--- config.mk ---
export PLATFORM = sky130hd
export DESIGN_NAME = vga_frame_scheduler
export DESIGN_NICKNAME = d
export VERILOG_FILES = /design/src/rtl/vga_frame_scheduler.sv
export SDC_FILE = /design/constraint.sdc
export NUM_CORES = 1
export LEC_CHECK = 0
export ABC_CLOCK_PERIOD_IN_PS = 2200
export CORE_UTILIZATION = 35
export DETAILED_ROUTE_END_ITERATION = 8
export PLACE_DENSITY = 0.88
export SYNTH_ARGS = -nofsm -noshare
export SYNTH_HDL_FRONTEND = slang
export SYNTH_SLANG_ARGS = --single-unit
--- constraint.sdc ---
create_clock -name clk -period 2.2 [get_ports clk]
set_input_delay 0.44 -clock clk [delete_from_list [all_inputs] [get_ports clk]]
set_output_delay 0.44 -clock clk [all_outputs]
set_load 0.05 [all_outputs]
--- src/rtl/vga_frame_scheduler.sv ---
// Pixel compositor and vblank-only round-robin update scheduler.
// Pixel path has one clock of latency; update grants open only in vblank.
module vga_frame_scheduler #(
    parameter int NREQ     = 4,
    parameter int H_ACTIVE = 640,
    parameter int V_ACTIVE = 480,
    parameter int H_TOTAL  = 800,
    parameter int V_TOTAL  = 525
) (
    input  logic                 clk,
    input  logic                 reset,
    input  logic [15:0]          H_address,
    input  logic [15:0]          V_address,
    input  logic [NREQ-1:0]      req,
    input  logic [NREQ-1:0]      layer_on,
    input  logic [12*NREQ-1:0]   layer_rgb,
    input  logic [11:0]          bg_rgb,
    output logic [NREQ-1:0]      gnt,
    output logic                 preempt,
    output logic                 frame_tick,
    output logic [11:0]          rgb,
    output logic                 active
);
    localparam int IW = $clog2(NREQ);
    localparam logic [15:0] HA = 16'(H_ACTIVE);
    localparam logic [15:0] VA = 16'(V_ACTIVE);
    localparam logic [15:0] HL = 16'(H_TOTAL - 1);
    localparam logic [15:0] VL = 16'(V_TOTAL - 1);
    localparam logic [IW-1:0] LAST = IW'(NREQ - 1);

    typedef enum logic [1:0] {
        S_ACTIVE,
        S_PICK,
        S_GRANT,
        S_DONE
    } state_t;

    state_t          state;
    logic [IW-1:0]   rr;
    logic [IW-1:0]   g;
    logic [NREQ-1:0] served;

    logic vis;
    logic vb_start;
    logic vb_end;

    assign vis      = (H_address < HA) && (V_address < VA);
    assign vb_start = (H_address == 16'd0) && (V_address == VA);
    assign vb_end   = (H_address == HL) && (V_address == VL);

    logic [11:0] pix;
    logic        hit;

    always_comb begin
        pix = bg_rgb;
        hit = 1'b0;
        for (int i = 0; i < NREQ; i++) begin
            if (!hit && layer_on[i]) begin
                pix = layer_rgb[12*i +: 12];
                hit = 1'b1;
            end
        end
    end

    always_ff @(posedge clk) begin
        if (reset) begin
            rgb        <= 12'h000;
            active     <= 1'b0;
            frame_tick <= 1'b0;
        end else begin
            rgb        <= vis ? pix : 12'h000;
            active     <= vis;
            frame_tick <= vb_start;
        end
    end

    logic [NREQ-1:0] elig;
    logic            found;
    logic [IW-1:0]   pick;
    logic [IW-1:0]   g_inc;

    assign elig  = req & ~served;
    assign g_inc = (g == LAST) ? '0 : g + 1'b1;

    // Rotating search starting at rr, wrapping at NREQ.
    always_comb begin
        found = 1'b0;
        pick  = '0;
        for (int k = 0; k < NREQ; k++) begin
            int idx;
            idx = int'(rr) + k;
            if (idx >= NREQ) idx = idx - NREQ;
            if (!found && elig[idx]) begin
                found = 1'b1;
                pick  = IW'(idx);
            end
        end
    end

    always_ff @(posedge clk) begin
        if (reset) begin
            state   <= S_ACTIVE;
            gnt     <= '0;
            preempt <= 1'b0;
            rr      <= '0;
            g       <= '0;
            served  <= '0;
        end else begin
            preempt <= 1'b0;
            unique case (state)
                S_ACTIVE: begin
                    gnt <= '0;
                    if (vb_start) begin
                        served <= '0;
                        state  <= S_PICK;
                    end
                end
                S_PICK: begin
                    if (vb_end) begin
                        state <= S_ACTIVE;
                    end else if (found) begin
                        gnt   <= NREQ'(1) << pick;
                        g     <= pick;
                        state <= S_GRANT;
                    end else begin
                        state <= S_DONE;
                    end
                end
                S_GRANT: begin
                    // A release in the vb_end cycle wins over revocation.
                    if (!req[g]) begin
                        gnt       <= '0;
                        served[g] <= 1'b1;
                        rr        <= g_inc;
                        state     <= vb_end ? S_ACTIVE : S_PICK;
                    end else if (vb_end) begin
                        gnt     <= '0;
                        preempt <= 1'b1;
                        rr      <= g_inc;
                        state   <= S_ACTIVE;
                    end
                end
                S_DONE: begin
                    gnt <= '0;
                    if (vb_end) state <= S_ACTIVE;
                end
                default: state <= S_ACTIVE;
            endcase
        end
    end
endmodule
==> results.ini <==
[floorplanning]
io_pins=121
die_y_um=71.42
die_w_um=71.42
die-area_um2=5101
core_um2=4504
initial_utilization_pct=37.44
fp-row-count=24

[cells_and_area]
fin_area_um2=3174
fin_cells=396
antennaDiodeCount=0
fin_util_pct=70.47
drive_gt1_share_pct=11.05
nFillCells=345
syn_to_final_growth_pct=88.20
finalNetCount=449

[logic_synthesis]
ys_warn_count=0
synth-seq-area-share_pct=34.42
yosys.area.top_type_share_pct=34.42
ys_ff_latch=29
syn_area_per_cell_um2=7.918
netlist_top_cells_area=dfxtp_1 (34%), nand2_1 (6.2%), o211ai_1 (5.8%)
synth_common_cells=dfxtp_1 (29), nand2_1 (28), o21ai_0 (19)
synth.distinct_cells=39
syn-num-nets=319
yosys.cell_count.top_type=dfxtp_1
synth_edf_count=0
async_flop_share_pct=0
syn-instance-count=213
synth.largest_area_cell=dfxtp_1
synth_area_um2=1687
synth-main-ff-cell=dfxtp_1

[min_path]
hp-class=flop to flop

[placement]
dp_slack_ns=-0.4426
dp_hpwl_um=4798
place_area_um2=3012
io_buffer_count=120
place_congestion=0.8879
placedCellCount=387

[clocking]
cts_buffer_depth=2
h-tree-depth=2
cts_made_buffers=5
cts.sinks=29
clkLatencyLatePin_ns=0.29
path_clk_slew_ns=0.07
root_buffer=clkbuf_8
cts_tree=yes

[grt]
grt_max_degree=15
gr-total-overflow=0
grt_pass1_vias=2181
antenna_found_initial=0
grt_usage_pct=23.43
grt_first_pass_wirelength_um=9377

[drt]
final_antenna_net_count=0
via_per_inst=5.558
routedWlPerCell_um=14.62
drt_iter0_drc=94
via_count=2201
drt_pass1_iterations=4
totalWireLength_um=5791
post-route-drc-count=0

[worst_setup_path]
cp-end-kind=flop
cp-start-kind=primary input
worstPathRequired_ns=2.40
critical_path.max_fanout=4
cp.arrival_ns=2.32
critPathKind=primary input to flop

[timing]
finClkSkew_ns=0.006402
finalCriticalPeriod_ns=2.120
hold_viol=0
final.setup.worst_slack_ns=0.08041
setup_violations=0
hold_slack_ns=0.4788
rsz0062_at_grt=false
worst_pin_slew_ns=0.5324
slew_headroom_pct=64.39
fin_tns_setup_ns=0
max_freq_mhz=471.8
finalMaxSlewViolations=0
post-route-period-util_pct=96.34

[pwr]
finalPower_mw=1.291
peakVddDrop_uv=235.7
power_density_nw_per_um2=406.8
power.static_leakage_nw=1.155

[run_status]
outcome=finished, final reports clean

[flow_run]
cap_violations=0

==> final timing paths <==
| path | from | endpoint | slack (ns) | cells past startpoint |
|---|---|---|---|---|
| worst max register to register | g[0]$_SDFFE_PP0P_ | rr[0]$_SDFFE_PP0P_ | 0.26 | 5 |
| worst min-delay path | served[2]$_SDFFE_PP0P_ | served[2]$_SDFFE_PP0P_ | 0.48 | 1 |
| worst min register to register | served[2]$_SDFFE_PP0P_ | served[2]$_SDFFE_PP0P_ | 0.48 | 1 |
| worst max-delay path | V_address[6] | gnt[1]$_SDFFE_PP0P_ | 0.08 | 8 |
==> worst max-delay path: stages <==
cell and delay, ns:
dlygate4sd2_1 0.25, or4b_4 0.55, nor4_4 0.33, buf_4 0.17, buf_4 0.11, a31o_4 0.16, a22oi_2 0.08, o32ai_1 0.22
==> sequential cells by signal (all words and copies together) (netlist names) <==
name and cells:
rgb 12, gnt 4, served 4, g 2, rr 2, state 2
active 1, frame_tick 1, preempt 1
==> power breakdown <==
part	internal (mW)	switching [mW]	leakage (nW)
Sequential	0.525	0.00000182	0.233
Clock	0.253	0.208	0.0512
Combinational	0.203	0.103	0.870
==> cells in the final DEF (no fill, tap or decap), types with 3 or more instances in the layout <==
cell,count
a21oi_1,16
a22o_1,4
buf_4,13
clkbuf_8,6
clkdlybuf4s50_1,114
dfxtp_1,29
dlygate4sd2_1,4
ha_1,4
inv_1,8
nand2_1,28
nand2b_1,8
nand3_1,6
nand4_1,3
nor2_1,6
nor2b_1,3
nor3_1,4
nor4_1,3
nor4_2,3
o211ai_1,13
o21ai_0,18
o22ai_1,11
==> area by class of cell <==
| cell class | count | area (um^2) | share of cell area (%) |
|---|---|---|---|
| clock buffers | 6 | 82.58 | 2.602 |
| clock inverters | 2 | 13.76 | 0.4336 |
| inverters | 8 | 30.03 | 0.9460 |
| multi-input cells | 166 | 1104 | 34.77 |
| flip-flops and latches | 29 | 580.6 | 18.29 |
| well taps | 52 | 65.06 | 2.050 |
| repair buffers | 133 | 1299 | 40.91 |
==> routing by layer <==
metal,wire length [um],vias to the layer above,global-route usage [%]
li1,-,1071,-
met1,2150,1011,23.32
met2,3067,99,44.23
met3,372,20,6.329
met4,201,0,12.22
met5,0,-,0
==> cell families (layout without fill, tap and decap cells) <==
| kind of cell | after synthesis | in the layout | share of synthesized area [%] |
|---|---|---|---|
| muxes | 1 | 1 | 1.335 |
| DFF | 29 | 29 | 34.42 |
| AOI/OAI and AO/OA | 79 | 79 | 29.60 |
| adders and majority gates | 4 | 4 | 2.967 |
| buffers and inverters | 18 | 149 | 4.006 |
| and+or+nand+nor | 82 | 82 | 27.67 |
==> repair_timing <==
action	4_1_cts	5_1_grt
endpoints found under the setup margin	6	15
buffers inserted	2	0
hold buffers	0	0
gates resized for setup	11	7
pin swaps	9	9
(Power assumes the default switching activity.)
